## src/rtl/quick_spi.sv

```systemverilog
// quick_spi: single-byte-command SPI master, mode 0 (CPOL=0, CPHA=0).
//
// A transaction is accepted from IDLE on one clk edge (E0). On the following
// 32 edges (E1..E32) sclk runs at clk/2 and 16 bits are exchanged MSB first.
// A write shifts all 16 bits of the latched outgoing word. A read shifts the
// upper byte, then drives mosi low while the slave's reply byte is sampled
// from miso. Edge E32 closes the frame and pulses end_of_transaction.
//
// Build option:
//   QUICK_SPI_READ_EN - when defined, operation=1 selects a read. When
//                       undefined, every transaction is a write and
//                       incoming_data stays 8'h00.
//
// Reset is synchronous and active-low (rst_n), and it wins over every
// other condition.

module quick_spi (
  input  logic        clk,
  input  logic        rst_n,
  input  logic        enable,
  input  logic        start_transaction,
  input  logic [1:0]  slave,
  input  logic        operation,
  input  logic [15:0] outgoing_data,
  input  logic        miso,
  output logic        end_of_transaction,
  output logic [7:0]  incoming_data,
  output logic        mosi,
  output logic        sclk,
  output logic [1:0]  ss_n
);

  typedef enum logic {
    IDLE   = 1'b0,
    ACTIVE = 1'b1
  } state_t;

  // edge_cnt holds (k-1) just before ACTIVE edge E_k.
  // The value 31 therefore marks E32, the closing edge.
  localparam logic [4:0] LAST_EDGE  = 5'd31;
  // From E16 onward a read drives mosi low (bits 9..16 of the frame).
  localparam logic [4:0] RD_ZERO_AT = 5'd15;
  // From E17 onward a read samples miso on rising sclk edges.
  localparam logic [4:0] RD_SAMP_AT = 5'd16;

  state_t      state;
  logic [4:0]  edge_cnt;
  logic [15:0] tx_shift;
  logic [7:0]  rx_shift;
  logic        read_q;
  logic        read_req;

`ifdef QUICK_SPI_READ_EN
  // Read support: the operation input selects write (0) or read (1).
  assign read_req = operation;
`else
  // Write-only build: operation has no effect.
  assign read_req = 1'b0;
  logic unused_operation;
  assign unused_operation = operation;
`endif

  // Transaction FSM. It also generates sclk, mosi and ss_n and shifts the
  // data, so every output comes straight from a register.
  always_ff @(posedge clk) begin
    // NOTE: state and outputs are written with <= so that every right-hand
    // side sees the values from before this edge, which is exactly what the
    // shift registers and the sclk toggle rely on.
    if (!rst_n) begin
      state              <= IDLE;
      edge_cnt           <= '0;
      tx_shift           <= '0;
      rx_shift           <= '0;
      read_q             <= 1'b0;
      sclk               <= 1'b0;
      mosi               <= 1'b0;
      ss_n               <= 2'b11;
      end_of_transaction <= 1'b0;
      incoming_data      <= 8'h00;
    end else begin
      // NOTE: end_of_transaction defaults low on every edge. Only the
      // closing edge raises it, so it can never last more than one cycle.
      end_of_transaction <= 1'b0;

      unique case (state)
        IDLE: begin
          sclk     <= 1'b0;
          mosi     <= 1'b0;
          ss_n     <= 2'b11;
          edge_cnt <= '0;
          // A request with no slave selected is ignored.
          if (enable && start_transaction && (slave != 2'b00)) begin
            state    <= ACTIVE;
            ss_n     <= ~slave;
            mosi     <= outgoing_data[15];
            tx_shift <= outgoing_data;
            rx_shift <= '0;
            read_q   <= read_req;
          end
        end

        ACTIVE: begin
          if (!enable) begin
            // Abort: drop the frame at once. There is no completion pulse,
            // and incoming_data keeps its last value.
            state    <= IDLE;
            sclk     <= 1'b0;
            mosi     <= 1'b0;
            ss_n     <= 2'b11;
            edge_cnt <= '0;
          end else if (edge_cnt == LAST_EDGE) begin
            // E32: the last falling sclk edge closes the frame.
            state              <= IDLE;
            sclk               <= 1'b0;
            mosi               <= 1'b0;
            ss_n               <= 2'b11;
            edge_cnt           <= '0;
            end_of_transaction <= 1'b1;
            if (read_q) begin
              incoming_data <= rx_shift;
            end
          end else begin
            edge_cnt <= edge_cnt + 5'd1;
            sclk     <= ~sclk;
            if (!sclk) begin
              // Rising sclk edge: the slave samples mosi here. During the
              // data phase of a read, the master captures miso.
              if (read_q && (edge_cnt >= RD_SAMP_AT)) begin
                rx_shift <= {rx_shift[6:0], miso};
              end
            end else begin
              // Falling sclk edge: present the next bit on mosi.
              tx_shift <= {tx_shift[14:0], 1'b0};
              mosi     <= (read_q && (edge_cnt >= RD_ZERO_AT)) ? 1'b0 : tx_shift[14];
            end
          end
        end

        default: begin
          state <= IDLE;
        end
      endcase
    end
  end

endmodule

```

## config.mk

```make
export PLATFORM = sky130hd
export DESIGN_NAME = quick_spi
export DESIGN_NICKNAME = d
export VERILOG_FILES = /design/src/rtl/quick_spi.sv
export SDC_FILE = /design/constraint.sdc
export NUM_CORES = 1
export LEC_CHECK = 0
export CORE_MARGIN = 1.5
export CORE_UTILIZATION = 37
export DETAILED_ROUTE_END_ITERATION = 10
export GPL_TIMING_DRIVEN = 0
export PLACE_DENSITY = 0.65
export SYNTH_ARGS = -nofsm -noshare
export SYNTH_HDL_FRONTEND = slang
export SYNTH_SLANG_ARGS = --single-unit
```

## constraint.sdc

```tcl
create_clock -name clk -period 4.2 [get_ports clk]
set_clock_uncertainty 0.2 [all_clocks]
set_input_delay 0.84 -clock clk [delete_from_list [all_inputs] [get_ports clk]]
set_output_delay 0.84 -clock clk [all_outputs]
set_load 0.02 [all_outputs]
```

==> impl_metrics.json <==
{
  "cts_root_buf": "clkbuf_4",
  "yosysSeqAreaShare": 0.4168,
  "io_pins": 37,
  "antenna_found_initial": 0,
  "criticalPathCategory": "reg -> out",
  "post-route-util": 0.5168,
  "syn_area_um2": 1249,
  "path_max_fanout": 5,
  "initialDrtViolationCount": 23,
  "die_area_um2": 3733,
  "cts_setup_buffers": 0,
  "die_h_um": 61.10,
  "post_cts_resized": 0,
  "core_um2": 3128,
  "grtUsageTotal": 0.1469,
  "whs_ns": 0.2563,
  "antenna_cells": 0,
  "numCtsBuffers": 3,
  "grt_setup_unrepaired": "false",
  "leakage_uw": 0.0006448,
  "postSynthAreaPerCell_um2": 9.319,
  "seqCellArea_um2": 520.5,
  "fill_cells": 306,
  "grt_pass1_vias": 975,
  "cts.clk_slew.worst_paths_ns": 0.13,
  "vias": 1023,
  "start_kind": "flop",
  "holdPathStages": 2,
  "drv_cap": 0,
  "port_buffers": 25,
  "grt_overflow": 0,
  "period_minus_slack_ns": 2.432,
  "hold_viol": 0,
  "dp_worst_setup_slack_ns": 1.586,
  "crit_required_ns": 3.16,
  "power_density_nw_per_um2": 288.7,
  "path_delay_family": "buffers and inverters",
  "cts-hold-fix-buffers": 0,
  "wire_per_inst_um": 11.44,
  "die_x_um": 61.10,
  "multi_input_area_um2": 631.9,
  "final_cell_mix": "dfxtp_1, clkdlybuf4s50_1, nand2_1",
  "via_per_inst": 4.780,
  "ant_nets": 0,
  "status": "finished clean",
  "grt_pass1_wl_um": 4119,
  "p_total_uw": 466.7,
  "setup_viol": 0,
  "synthToLayoutAreaGrowth_pct": 29.46,
  "tns_ns": 0,
  "grt_max_degree": 15,
  "hpwl_um": 1836,
  "hp-class": "reg -> reg",
  "nNetsFinal": 197,
  "firstDrtPassIters": 4,
  "synthCells": 134,
  "ys_seq_elements": 26,
  "drive_above_1_share": 0.1765,
  "fin_ws_ns": 1.768,
  "layout_commonest_cell": "dfxtp_1",
  "ys_types": 32,
  "yosys_warnings": 0,
  "ir_drop_uv": 182.7,
  "drc": 0,
  "rr_worst_depth": 8,
  "clk_path_buf_depth": 2,
  "clkSinkCount": 26,
  "maxSlewViolCount": 0,
  "cts_tree": "done",
  "post-route-period-util": 0.5790,
  "cp.arrival_ns": 1.39,
  "worst_path_largest_cell_delay_ns": 0.64,
  "worst-path-buf-inv": 1,
  "gp_congestion": 0.7246,
  "path_cells": "clkdlybuf4s50_1",
  "critPathCaptureType": "primary output",
  "max_freq_mhz": 411.2,
  "num_rows": 20,
  "initial_core_util": 0.3992,
  "crit_slowest_cell": "clkdlybuf4s50_1",
  "clk_latency_ns": 0.31,
  "path_depth": 1,
  "routed_wirelength_um": 2448,
  "htree_levels": 1
}
final timing paths:
check	endpoint	slack (ns)	from
worst max register to register	tx_shift[13]	2.03	edge_cnt[0]
worst min-delay path	tx_shift[0]	0.26	tx_shift[0]
worst min register to register	tx_shift[0]	0.26	tx_shift[0]
worst max-delay path	sclk	1.77	sclk
layout make-up:
cell class | instances | share of cell area
multi-input combinational | 97 | 0.3909
buffer | 17 | 0.07353
timing repair buffer | 25 | 0.1548
tap | 44 | 0.03406
clock buffer | 4 | 0.02245
inverter | 1 | 0.002322
sequential | 26 | 0.3220
routing by layer:
metal  vias to the layer above  GRT usage  wire length [µm]
met3                         4    0.02101               122
met1                       475     0.1879              1137
li1                        522          -                 -
met4                         0    0.05590                17
met5                         -          0                 0
met2                        22     0.2508              1171
report_power, final:
| group | total [µW] | internal [µW] | switching (µW) |
|---|---|---|---|
| registers | 261 | 256 | 4.60 |
| clock network | 122 | 52.9 | 69.1 |
| logic | 84.1 | 46.6 | 37.5 |
| total | 467 | 356 | 111 |
cell usage after synthesis:
library cell   n  area share
nor2_1         5       0.015
nor2b_1        1      0.0050
and3b_1        1      0.0070
clkbuf_1       6       0.018
conb_1         1      0.0030
a32oi_1        1      0.0070
buf_4          8       0.048
dfxtp_1       26        0.42
mux2i_1       14        0.11
nand3_1        1      0.0040
ha_1           2       0.020
nand4_1        1      0.0050
nand2b_1       1      0.0050
nand2_1       18       0.054
buf_6          1      0.0090
a21oi_1        1      0.0040
nand3b_1       1      0.0060
buf_2          1      0.0040
inv_2          1      0.0030
o31ai_1        1      0.0060
and3_1         3       0.015
and4_1         1      0.0070
xor2_1         1      0.0070
o21ai_0        2      0.0080
o211ai_1      14       0.084
o21ai_1        1      0.0040
nand4b_1       2       0.014
or2_2         14       0.070
buf_12         1       0.016
xnor2_1        1      0.0070
o211a_1        1      0.0080
a22o_1         1      0.0070
per-stage QoR:
stage,std cells,area (µm²)
after detailed placement,210,1580
after global routing,214,1617
after floorplan,141,1275
final,214,1617
after global placement,210,1580
after CTS,214,1617
sequential cells by signal, indices dropped and copies added (netlist names):
signal and count:
tx_shift 15, edge_cnt 5, ss_n 2, end_of_transaction 1, mosi 1, sclk 1
state 1
cells by family (layout without fill, tap and decap cells):
| family | after synthesis | in the layout | share of synthesized area |
|---|---|---|---|
| other | 1 | 8 | 0.003003 |
| multiplexers | 14 | 14 | 0.1122 |
| XOR/XNOR | 2 | 2 | 0.01403 |
| adder cells (fa/ha/maj) | 2 | 2 | 0.02004 |
| AO/OA/AOI/OAI | 22 | 22 | 0.1283 |
| buffers and inverters | 18 | 47 | 0.09819 |
| flip-flops | 26 | 26 | 0.4168 |
| AND/OR/NAND/NOR | 49 | 49 | 0.2074 |
Power figures use the tool's default switching activity.
